[config.mk]
export PLATFORM = sky130hd
export DESIGN_NAME = alu_seq
export DESIGN_NICKNAME = d
export VERILOG_FILES = /design/src/rtl/alu_seq_pkg.sv /design/src/rtl/alu_seq_addsub.sv /design/src/rtl/alu_seq.sv
export SDC_FILE = /design/constraint.sdc
export NUM_CORES = 1
export LEC_CHECK = 0
export ABC_AREA = 1
export BUFFER_PORTS_ARGS = -buffer_cell sky130_fd_sc_hd__buf_2
export CAP_MARGIN = 20
export CORE_ASPECT_RATIO = 2
export CORE_MARGIN = 1
export CORE_UTILIZATION = 45
export CTS_CLUSTER_DIAMETER = 30
export CTS_CLUSTER_SIZE = 28
export DETAILED_ROUTE_END_ITERATION = 8
export PLACE_DENSITY = 0.64
export RECOVER_POWER = 25
export REMOVE_ABC_BUFFERS = 1
export SLEW_MARGIN = 20
export SYNTH_ARGS = -nofsm -noshare
export SYNTH_HDL_FRONTEND = slang
export SYNTH_HIERARCHICAL = 1
export SYNTH_SLANG_ARGS = --single-unit
[constraint.sdc]
create_clock -name clk -period 5.1 [get_ports clk]
set_input_delay 0.51 -clock clk [delete_from_list [all_inputs] [get_ports clk]]
set_output_delay 0.51 -clock clk [all_outputs]
set_load 0.01 [all_outputs]
[src/rtl/alu_seq_pkg.sv]
// Shared opcode constants, FSM state type and shift-amount width helper for alu_seq.
package alu_seq_pkg;

  localparam logic [3:0] OP_ADD  = 4'd0;
  localparam logic [3:0] OP_SUB  = 4'd1;
  localparam logic [3:0] OP_AND  = 4'd2;
  localparam logic [3:0] OP_OR   = 4'd3;
  localparam logic [3:0] OP_XOR  = 4'd4;
  localparam logic [3:0] OP_ZERO = 4'd5;
  localparam logic [3:0] OP_ASL1 = 4'd6;
  localparam logic [3:0] OP_BSL1 = 4'd7;
  localparam logic [3:0] OP_SHL  = 4'd8;
  localparam logic [3:0] OP_SHR  = 4'd9;
  localparam logic [3:0] OP_MUL  = 4'd10;

  typedef logic [0:0] state_t;
  localparam state_t S_IDLE = 1'b0;
  localparam state_t S_EXEC = 1'b1;

  function automatic int unsigned shamt_width(input int unsigned width);
    return $clog2(width);
  endfunction

endpackage

[src/rtl/alu_seq_addsub.sv]
// Parametrised ripple-carry adder/subtractor; sub selects a + ~b + 1.
module alu_seq_addsub #(
  parameter int unsigned WIDTH = 8
) (
  input  logic [WIDTH-1:0] a,
  input  logic [WIDTH-1:0] b,
  input  logic             sub,
  output logic [WIDTH-1:0] sum,
  output logic             carry_out
);

  always_comb begin : ripple
    logic             cy;
    logic [WIDTH-1:0] bx;
    bx  = sub ? ~b : b;
    cy  = sub;
    sum = '0;
    for (int unsigned i = 0; i < WIDTH; i++) begin
      sum[i] = a[i] ^ bx[i] ^ cy;
      cy     = (a[i] & bx[i]) | (cy & (a[i] ^ bx[i]));
    end
    carry_out = cy;
  end

endmodule

[src/rtl/alu_seq.sv]
// Sequential ALU: single-cycle logic/arith ops plus iterative shifts and an optional
// shift-add multiplier (opcode 10) enabled by macro ALU_SEQ_MUL_EN.
module alu_seq
  import alu_seq_pkg::*;
#(
  parameter int unsigned WIDTH = 8
) (
  input  logic             clk,
  input  logic             rst,
  input  logic             in_valid,
  output logic             in_ready,
  input  logic [WIDTH-1:0] a,
  input  logic [WIDTH-1:0] b,
  input  logic [3:0]       opcode,
  output logic             out_valid,
  input  logic             out_ready,
  output logic [WIDTH-1:0] result,
  output logic             carry_out,
  output logic             zero_flag,
  output logic             c_flag,
  output logic             busy
);

  localparam int unsigned    SHW     = shamt_width(WIDTH);
  localparam logic [SHW-1:0] CNT_ONE = SHW'(1);

  state_t           state_q, state_d;
  logic [3:0]       op_q, op_d;
  logic [WIDTH-1:0] work_q, work_d;
  logic [SHW-1:0]   cnt_q, cnt_d;
  logic             ge_q, ge_d;
  logic             out_valid_q, out_valid_d;
  logic [WIDTH-1:0] result_q, result_d;
  logic             carry_q, carry_d;
  logic             zero_q, zero_d;
  logic             cflag_q, cflag_d;

  logic             accept, is_iter, load, last;
  logic [WIDTH-1:0] ld_res, single_res, as_sum;
  logic             ld_carry, ld_ge, single_carry, as_carry;

`ifdef ALU_SEQ_MUL_EN
  // work_q doubles as the multiplier, consumed LSB first
  logic [2*WIDTH-1:0] prod_q, prod_d, mcand_q, mcand_d, prod_sum;
`endif

  alu_seq_addsub #(.WIDTH(WIDTH)) u_addsub (
    .a         (a),
    .b         (b),
    .sub       (opcode == OP_SUB),
    .sum       (as_sum),
    .carry_out (as_carry)
  );

  assign in_ready  = (state_q == S_IDLE) && (!out_valid_q || out_ready);
  assign accept    = in_valid && in_ready;
  assign out_valid = out_valid_q;
  assign result    = result_q;
  assign carry_out = carry_q;
  assign zero_flag = zero_q;
  assign c_flag    = cflag_q;
  assign busy      = (state_q == S_EXEC);

  always_comb begin
    is_iter = (opcode == OP_SHL) || (opcode == OP_SHR);
`ifdef ALU_SEQ_MUL_EN
    is_iter = is_iter || (opcode == OP_MUL);
`endif
  end

  always_comb begin
    single_res   = '0;
    single_carry = 1'b0;
    case (opcode)
      OP_ADD, OP_SUB: begin
        single_res   = as_sum;
        single_carry = as_carry;
      end
      OP_AND:          single_res = a & b;
      OP_OR:           single_res = a | b;
      OP_XOR:          single_res = a ^ b;
      OP_ASL1:         single_res = {a[WIDTH-2:0], 1'b0};
      OP_BSL1:         single_res = {b[WIDTH-2:0], 1'b0};
      OP_ZERO, OP_MUL: single_res = '0;
      default:         single_res = '0;
    endcase
  end

  always_comb begin
    state_d     = state_q;
    op_d        = op_q;
    work_d      = work_q;
    cnt_d       = cnt_q;
    ge_d        = ge_q;
    out_valid_d = out_valid_q && !out_ready;
    result_d    = result_q;
    carry_d     = carry_q;
    zero_d      = zero_q;
    cflag_d     = cflag_q;
    load        = 1'b0;
    last        = 1'b0;
    ld_res      = '0;
    ld_carry    = 1'b0;
    ld_ge       = 1'b0;
`ifdef ALU_SEQ_MUL_EN
    prod_d      = prod_q;
    mcand_d     = mcand_q;
    prod_sum    = prod_q;
`endif

    if (state_q == S_IDLE) begin
      if (accept) begin
        if (is_iter) begin
          state_d = S_EXEC;
          op_d    = opcode;
          work_d  = a;
          cnt_d   = b[SHW-1:0];
          ge_d    = (a >= b);
`ifdef ALU_SEQ_MUL_EN
          if (opcode == OP_MUL) begin
            work_d  = b;
            cnt_d   = '0;
            prod_d  = '0;
            mcand_d = {{WIDTH{1'b0}}, a};
          end
`endif
        end else begin
          load     = 1'b1;
          ld_res   = single_res;
          ld_carry = single_carry;
          ld_ge    = (a >= b);
        end
      end
    end else begin
      case (op_q)
        OP_SHL, OP_SHR: begin
          // shamt 0 still spends one EXEC cycle, just without shifting
          if (cnt_q != '0) begin
            work_d = (op_q == OP_SHL) ? (work_q << 1) : (work_q >> 1);
            cnt_d  = cnt_q - CNT_ONE;
          end
          last   = (cnt_q <= CNT_ONE);
          ld_res = work_d;
        end
`ifdef ALU_SEQ_MUL_EN
        OP_MUL: begin
          prod_sum = work_q[0] ? (prod_q + mcand_q) : prod_q;
          prod_d   = prod_sum;
          mcand_d  = mcand_q << 1;
          work_d   = work_q >> 1;
          cnt_d    = cnt_q + CNT_ONE;
          last     = (cnt_q == '1);
          ld_res   = prod_sum[WIDTH-1:0];
          ld_carry = |prod_sum[2*WIDTH-1:WIDTH];
        end
`endif
        default: last = 1'b1;
      endcase
      if (last) begin
        state_d = S_IDLE;
        load    = 1'b1;
        ld_ge   = ge_q;
      end
    end

    if (load) begin
      out_valid_d = 1'b1;
      result_d    = ld_res;
      carry_d     = ld_carry;
      zero_d      = (ld_res == '0);
      cflag_d     = ld_ge;
    end
  end

  always_ff @(posedge clk) begin
    if (rst) begin
      state_q     <= S_IDLE;
      op_q        <= '0;
      work_q      <= '0;
      cnt_q       <= '0;
      ge_q        <= 1'b0;
      out_valid_q <= 1'b0;
      result_q    <= '0;
      carry_q     <= 1'b0;
      zero_q      <= 1'b1;
      cflag_q     <= 1'b0;
    end else begin
      state_q     <= state_d;
      op_q        <= op_d;
      work_q      <= work_d;
      cnt_q       <= cnt_d;
      ge_q        <= ge_d;
      out_valid_q <= out_valid_d;
      result_q    <= result_d;
      carry_q     <= carry_d;
      zero_q      <= zero_d;
      cflag_q     <= cflag_d;
    end
  end

`ifdef ALU_SEQ_MUL_EN
  always_ff @(posedge clk) begin
    if (rst) begin
      prod_q  <= '0;
      mcand_q <= '0;
    end else begin
      prod_q  <= prod_d;
      mcand_q <= mcand_d;
    end
  end
`endif

endmodule
-- Word-level counts from Yosys, hierarchy flattened
Cells that the tools add are included.
- equality and inequality tests: 12
- bitwise operators: 45
- muxes and demuxes: 36
- $lt $le $gt $ge: 2
- reductions and logical operators: 17
- add/subtract/negate cells: 1
- operator list (kind ; count):
    $mux 8 ; 11
    $pmux 8 s6 ; 1
    $mux 1 ; 19
    $and 1x1->1 ; 16
    $eq 4x4->1 const B ; 4
    $xor 1x1->1 ; 16
    $mux 3 ; 5
    $eq 4x3->1 const B ; 3
    $and 8x8->8 ; 1
    $eq 4x2->1 const B ; 2
    $ge 8x8->1 ; 1
    $logic_not 8->1 ; 1
    $not 8->8 ; 1
    $or 1x1->1 ; 8
    $or 8x8->8 ; 1
    $xor 8x8->8 ; 1
    $reduce_and 3->1 ; 2
    $eq 4x1->1 const B ; 1
    $logic_not 4->1 ; 1
    $ne 2x1->1 const B ; 2
    $reduce_and 4->1 ; 1
    $reduce_bool 2->1 ; 2
    $reduce_or 2->1 ; 2
    $le 3x1->1 const B ; 1
    other kinds (6) ; 10
- register bits after elaboration: 29

-- Logic depth before layout (Yosys ltp)
Gate-level depths: netlist of the first run.
- word-level depth: 23
- depth in mapped cells: 24
- depth with buffers taken out: 23

-- Hierarchy
Netlist of the first run, hierarchy kept.
- by module, submodules not included (module ; times used ; area each (sq um) ; cells an instance):
    alu_seq ; 1 ; 2523.7 ; 403
    alu_seq_addsub ; 1 ; 335.3 ; 57

-- Least setup slack after synthesis of the first run
Ideal clock, no wire load.
- path kind: input port to flip-flop
- from: input opcode[3]
- to: register zero_q (netlist: zero_flag)
- arrival: 4.647 ns
- setup time: 0.069 ns
- setup slack: 0.384 ns
- stages: 24
- cells stage by stage: nor2_1 -> inv_1 -> nor2_1 -> buf_6 -> inv_2 -> nand2_1 -> nand2_1 -> fa_1 -> fa_1 -> fa_1 -> fa_1 -> fa_1 -> fa_1 -> inv_1 -> fa_1 -> nand3_1 -> nand2_1 -> nor2_1 -> nand2_1 -> nand2_1 -> nand2_1 -> nor2_1 -> nand2_1 -> o21ai_1
- word-level cells in the longest chain between the ends: 23
- elaborated cells on any way between the ends: 57
- ends and longest elaborated chain (element ; line ; source):
    start, declared ; alu_seq.sv:14 ; input logic [3:0] opcode,
    $eq 4x1->1 (*) ; alu_seq.sv:50 ; .sub (opcode == OP_SUB),
    $mux 8 ; alu_seq_addsub.sv:15 ; bx = sub ? ~b : b;
    $xor 1x1->1 ; alu_seq_addsub.sv:20 ; cy = (a[i] & bx[i]) | (cy & (a[i] ^ bx[i]));
    $and 1x1->1 ; alu_seq_addsub.sv:20 ;
    $or 1x1->1 ; alu_seq_addsub.sv:20 ;
    $and 1x1->1 ; alu_seq_addsub.sv:20 ;
    $or 1x1->1 ; alu_seq_addsub.sv:20 ;
    $and 1x1->1 ; alu_seq_addsub.sv:20 ;
    [... 8 more ...] ; n/a ;
    $or 1x1->1 ; alu_seq_addsub.sv:20 ;
    $xor 1x1->1 (*) ; alu_seq_addsub.sv:19 ; sum[i] = a[i] ^ bx[i] ^ cy;
    net as_sum[7] ; alu_seq.sv:39 ; logic [WIDTH-1:0] ld_res, single_res, as_sum;
    $pmux 8 s6 (*) ; alu_seq.sv:74 ; case (opcode)
    $mux 8 (*) ; alu_seq.sv:113 ; if (is_iter) begin
    $mux 8 (*) ; alu_seq.sv:112 ; if (accept) begin
    $mux 8 (*) ; alu_seq.sv:111 ; if (state_q == S_IDLE) begin
    $logic_not 8->1 (*) ; alu_seq.sv:170 ; zero_d = (ld_res == '0);
    end signal, assigned ; alu_seq.sv:196 ; zero_q <= zero_d;
    end, declared ; alu_seq.sv:35 ; logic zero_q, zero_d;
The timed path passes the listed nets; every way through them passes the cells marked *.
A chain may end at the register's enable or synchronous reset.

-- Worst setup path in the final report of the first run
Ends and elaborated chain as after synthesis.

==> results of run 1 <==
-- final timing paths --
path                   startpoint                     end  slack, ns  depth (start not counted)
max reg2reg  op_q[2]$_SDFFE_PP0P_     c_flag$_SDFFE_PP0P_       3.01                         11
max                     opcode[3]  zero_flag$_SDFFE_PP1P_       0.42                         24
min reg2reg  op_q[2]$_SDFFE_PP0P_    op_q[2]$_SDFFE_PP0P_       0.46                          2
min          op_q[2]$_SDFFE_PP0P_    op_q[2]$_SDFFE_PP0P_       0.46                          2
-- placed cells by master, fill, tap and decap left out, drive strengths merged --
master	instances
o21bai	8
nand3	53
ha	27
buf	33
inv	88
nor3	2
nor4	1
bufinv	1
clkbuf	15
nand2	130
o211ai	1
o21ai	30
xnor2	1
nand3b	5
a21oi	25
fa	7
dfxtp	29
nor2	35
a31oi	1
a211oi	1
-- worst register-to-register path: stages (launching register included) --
cell,delay [ns]
dfxtp_1,0.30
inv_1,0.06
nand2_1,0.07
nor2_1,0.62
nand2_1,0.17
nand2_1,0.14
nand2_2,0.16
inv_2,0.20
nand2_1,0.07
o21ai_1,0.07
inv_1,0.05
a21oi_1,0.12
-- routing by layer --
layer,part of all wire,wire [um],up-vias,global-route usage
met5,0,0,-,0
met4,0.022,165,0,0.0889
met3,0.030,226,10,0.0282
met2,0.56,4210,61,0.474
met1,0.39,2890,1344,0.253
li1,-,-,1496,-
-- layout make-up --
| type | count | area (um2) |
|---|---|---|
| Clock buffer | 7 | 143 |
| Clock inverter | 1 | 30.0 |
| Fill cell | 650 | 2830 |
| Inverter | 88 | 330 |
| Multi-Input combinational cell | 327 | 1830 |
| Sequential cell | 29 | 581 |
| Tap cell | 84 | 105 |
| Timing Repair Buffer | 41 | 205 |
-- Yosys cell counts --
cell type / count / area [um2]
nand2_1: 126 / 473
inv_1: 80 / 300
nand3_1: 52 / 260
dfxtp_1: 29 / 581
nor2_1: 29 / 109
ha_1: 27 / 338
a21oi_1: 25 / 125
o21ai_0: 21 / 105
inv_2: 8 / 30.0
o21ai_1: 8 / 40.0
o21bai_1: 8 / 60.1
fa_1: 7 / 140
buf_2: 6 / 30.0
buf_6: 6 / 67.6
nand3b_1: 5 / 37.5
nor2_2: 4 / 25.0
clkbuf_1: 3 / 11.3
nand2_2: 3 / 18.8
nor2_4: 2 / 22.5
nor3_1: 2 / 10.0
a211oi_2: 1 / 12.5
a31oi_1: 1 / 6.26
buf_1: 1 / 3.75
nand2_4: 1 / 11.3
nand3_2: 1 / 10.0
nor4_1: 1 / 6.26
o211ai_1: 1 / 7.51
o21ai_2: 1 / 8.76
xnor2_1: 1 / 8.76
-- power by group --
part / total (mW) / leakage (nW) / switching (mW) / internal [mW]
clock: 0.349 / 0.0841 / 0.106 / 0.243
sequential: 0.246 / 0.237 / 0.00711 / 0.239
combinational: 0.173 / 1.50 / 0.112 / 0.0603
total: 0.768 / 1.82 / 0.225 / 0.543
-- flip-flops by register name, indices dropped and copies added (netlist names) --
signal,flops
busy,1
c_flag,1
carry_out,1
cnt_q,3
ge_q,1
op_q,4
out_valid,1
result,8
work_q,8
zero_flag,1
-- logic make-up after synthesis --
| group | count (synthesis) | synth area share |
|---|---|---|
| AOI/OAI and AO/OA | 66 | 0.128 |
| xor gates and xnor gates | 1 | 0.00306 |
| adders and majority gates | 34 | 0.167 |
| buffers and inverters | 104 | 0.155 |
| DFF | 29 | 0.203 |
| and+or+nand+nor | 226 | 0.344 |
==> results.json, run 1 <==
{
  "area.growth.synth_to_final_pct": 12.7,
  "syn_inst": 460,
  "power_total_mw": 0.768,
  "cts_tree": "done",
  "core_um2": 6060,
  "drt_pass1_iterations": 4,
  "viasPerCell": 5.05,
  "yosysWarnings": 6,
  "final_cells": 577,
  "maximum_number_of_pins_on_one_net_before_global_route_repair": 23,
  "finalSetupViolations": 0,
  "nNetsFinal": 550,
  "critical_path_top_delay_cell": "fa_1",
  "instance_area_after_placement_um2": 3070,
  "worstMarginPinSlew_ns": 0.819,
  "postSynthAreaPerCell_um2": 6.22,
  "cts.hold.buffers_added": 0,
  "dr.first_iter.drc_count": 189,
  "num_io_pins": 38,
  "synth_cell_type_count": 29,
  "cts-root-to-sink-buffers": 2,
  "worstPathBufferInverterCount": 4,
  "timing.fmax_mhz": 214,
  "routed-via-count": 2911,
  "area_of_the_die_um2": 6700,
  "hold_class": "reg -> reg",
  "wl_per_cell_um": 13.0,
  "run_status": "completed",
  "detailedPlacementHpwl_mm": 6.02,
  "cts_buffers": 5,
  "row_count": 40,
  "critPathCaptureType": "flip-flop",
  "grt_setup_unrepaired": "false",
  "dp.cells": 569,
  "min_period_ns": 4.68,
  "antenna_found_initial": 0,
  "cp_max_fo": 8,
  "post-route-period-util": 0.918,
  "wirelength_mm": 7.50,
  "htreeDepth": 2,
  "power.ir.vdd_worst_uv": 367,
  "finalCoreUtilization": 0.532,
  "final_routed_drc_violation_total": 0,
  "finalInstanceArea_um2": 3220,
  "vias_in_the_first_global_route": 2729,
  "p_per_area_nw_per_um2": 238,
  "global_route.usage.total": 0.243,
  "grt_first_pass_wirelength_mm": 12.5,
  "setup_total_negative_slack_ns": 0,
  "die_h_um": 115,
  "timing.final.hold_violations": 0,
  "worst_skew_pair.late_latency_ns": 0.28,
  "post_synth_instance_area_um2": 2860,
  "synth.yosys.seq_area_share": 0.203,
  "initial_core_util": 0.472,
  "root_buffer_master": "clkbuf_16",
  "total_congestion_overflow": 0,
  "crit_type": "in -> reg",
  "drive_above_1_share": 0.120,
  "final.hold.worst_slack_ns": 0.461,
  "antenna_left": 0,
  "timing.critical_path.cells": "buf_2, nor2_1, inv_1, nor2_1, inv_2, nand2_1, nand2_1, fa_1, fa_1, fa_1, fa_1, fa_1, fa_1, inv_1, fa_1, nand3_1, nand2_1, nor2_1, nand2_1, nand2_1, nand2_1, nor2_1, nand2_1, o21ai_1",
  "clock_sink_count": 29,
  "diodes_inserted": 0,
  "crit_family": "adder cells",
  "crit_arrival_ns": 4.90,
  "clk_pin_slew_worst_paths_ns": 0.05,
  "globalplace.congestion": 0.842,
  "post_cts.resized_instances": 0,
  "timing.final.ws_setup_ns": 0.418,
  "slew_viol_final": 0,
  "max_stage_delay_ns": 0.43,
  "cp-start-kind": "input port",
  "cp.required_ns": 5.32,
  "post_cts_buffers": 0,
  "cap_viol_max_count": 0,
  "yosys_register_bits": 29,
  "dp_slack_ns": 0.107,
  "final.setup_skew_ns": 0.00638,
  "die_width_um": 58.4,
  "port-buffer-count": 37,
  "p_leak_nw": 1.82,
  "worst_slew_margin_rel": 0.453
}
Note: power is estimated with default switching activity, not from simulation.
==> run 2: changes to the inputs <==
==> constraint.sdc (replaced) <==
create_clock -name clk -period 4.9 [get_ports clk]
set_input_delay 0.49 -clock clk [delete_from_list [all_inputs] [get_ports clk]]
set_output_delay 0.49 -clock clk [all_outputs]
set_load 0.01 [all_outputs]
==> run 2 against run 1 <==
Sequential share of layout area shrank 0.084 points. Die area unchanged. Non-clock buffer count up 1. Via count shrank 2.2%. Critical path depth stayed put. Core utilization rose by 0.25 points. Register-to-register slack worse by 0.20 ns. Sequential cell count stayed put.
==> results.json, run 2 (synthesis gave the netlist of run 1 again) <==
{
  "crit_type": "in -> reg",
  "final_cells": 578,
  "globalplace.congestion": 0.841,
  "die_h_um": 115,
  "regToRegEndpoint": "c_flag$_SDFFE_PP0P_",
  "area.growth.synth_to_final_pct": 13.2,
  "detailedPlacementHpwl_mm": 6.03,
  "wirelength_mm": 7.61,
  "drt_pass1_iterations": 4,
  "viasPerCell": 4.93,
  "timing.final.ws_setup_ns": 0.370,
  "nNetsFinal": 551,
  "reg2reg_launch_point": "op_q[2]$_SDFFE_PP0P_",
  "cts-root-to-sink-buffers": 2,
  "cts_tree": "done",
  "grt_first_pass_wirelength_mm": 12.7,
  "row_count": 40,
  "p_leak_nw": 1.82,
  "antenna_found_initial": 0,
  "dp_slack_ns": -0.105,
  "cp.required_ns": 5.11,
  "final_routed_drc_violation_total": 0,
  "run_status": "completed",
  "total_congestion_overflow": 0,
  "maximum_number_of_pins_on_one_net_before_global_route_repair": 23,
  "layout_common_cells": "126 x nand2_1, 80 x inv_1, 53 x nand3_1",
  "crit_family": "adder cells",
  "timing.final.hold_violations": 0,
  "root_buffer_master": "clkbuf_16",
  "r2r_slack_ns": 2.81,
  "drive_above_1_share": 0.128,
  "cts_buffers": 5,
  "cap_viol_max_count": 0,
  "core_um2": 6060,
  "htreeDepth": 2,
  "timing.critical_path.cells": "buf_2, nor2_1, inv_1, nor2_2, inv_2, nand2_1, nand2_1, fa_1, fa_2, fa_2, fa_1, fa_1, fa_1, inv_1, fa_1, nand3_1, nand2_1, nor2_1, nand2_1, nand2_1, nand2_1, nor2_1, nand2_1, o21ai_1",
  "crit_arrival_ns": 4.74,
  "die_width_um": 58.4,
  "cp_max_fo": 3,
  "worstPathBufferInverterCount": 4,
  "cp-start-kind": "input port",
  "clock_sink_count": 29,
  "routed-via-count": 2848,
  "grt_setup_unrepaired": "false",
  "post-route-period-util": 0.925,
  "critical_path_top_delay_cell": "fa_1",
  "antenna_left": 0,
  "commonest_non_fill_non_tap_cell_in_the_layout": "nand2_1",
  "finalSetupViolations": 0,
  "holdCritStartpoint": "op_q[2]$_SDFFE_PP0P_",
  "global_route.usage.total": 0.248,
  "port-buffer-count": 37,
  "power.ir.vdd_worst_uv": 226,
  "instance_area_after_placement_um2": 3070,
  "wl_per_cell_um": 13.2,
  "clk_pin_slew_worst_paths_ns": 0.05,
  "min_delay_worst_endpoint": "op_q[2]$_SDFFE_PP0P_",
  "dp.cells": 570,
  "num_io_pins": 38,
  "initial_core_util": 0.472,
  "worstMarginPinSlew_ns": 0.812,
  "finalCoreUtilization": 0.535,
  "slew_viol_final": 0,
  "critical-path-top-cell-by-count": "nand2_1",
  "worst_skew_pair.late_latency_ns": 0.28,
  "max_stage_delay_ns": 0.44,
  "vias_in_the_first_global_route": 2841,
  "dr.first_iter.drc_count": 131,
  "finalInstanceArea_um2": 3240,
  "post_cts_buffers": 0,
  "area_of_the_die_um2": 6700,
  "timing.fmax_mhz": 221,
  "hold_class": "reg -> reg",
  "critPathCaptureType": "flip-flop",
  "final.hold.worst_slack_ns": 0.471,
  "diodes_inserted": 0,
  "worst_slew_margin_rel": 0.458,
  "whs_path_depth": 2,
  "p_per_area_nw_per_um2": 246,
  "r2r.worst_path.cells": 11,
  "final.setup_skew_ns": 0.00880,
  "min_period_ns": 4.53
}
run 2: worst max path at each step:
stage / startpoint / slack, ns / depth (start not counted) / endpoint
3_5_place_dp: opcode[3] / -0.10 / 24 / zero_flag$_SDFFE_PP1P_
4_1_cts: opcode[3] / 0.18 / 24 / zero_flag$_SDFFE_PP1P_
2_1_floorplan: opcode[3] / -0.60 / 23 / zero_flag$_SDFFE_PP1P_
3_3_place_gp: opcode[3] / 0.04 / 24 / zero_flag$_SDFFE_PP1P_
6_report: opcode[3] / 0.37 / 24 / zero_flag$_SDFFE_PP1P_
5_1_grt: opcode[3] / 0.04 / 24 / zero_flag$_SDFFE_PP1P_
run 2: tightest hold or removal path: stages, from the launching register on:
cell     delay, ns
dfxtp_1       0.31
inv_1         0.07
nor3_1        0.05
run 2: per-stage QoR:
stage / setup TNS (ns) / total power [mW]
final: 0 / 0.796
after global routing: 0 / 0.840
after CTS: 0 / 0.804
after detailed placement: -0.162 / 0.444
after global placement: 0 / 0.441
after floorplan: -1.30 / 0.376
run 2: cell type report:
| type | count | area (um2) |
|---|---|---|
| Clock inverter | 1 | 30.0 |
| Fill cell | 650 | 2820 |
| Timing Repair Buffer | 42 | 213 |
| Multi-Input combinational cell | 327 | 1840 |
| Inverter | 88 | 330 |
| Sequential cell | 29 | 581 |
| Tap cell | 84 | 105 |
| Clock buffer | 7 | 143 |
run 2: where the power goes:
group / internal (mW) / switching, mW / total (mW)
Sequential: 0.249 / 0.00759 / 0.257
Clock: 0.253 / 0.104 / 0.357
Combinational: 0.0638 / 0.119 / 0.183
run 2: metal layers:
metal  part of all wire  vias up  track usage
met2               0.54       62        0.474
met1               0.39     1278        0.248
met4              0.042        0        0.148
met3              0.026       16       0.0215
met5                  0        -            0
li1                   -     1492            -
run 2: repair_timing:
| action | 4_1_cts | 5_1_grt |
|---|---|---|
| resized for setup | 0 | 3 |
| endpoints found under the setup margin | 0 | 2 |
| hold buffers | 0 | 0 |
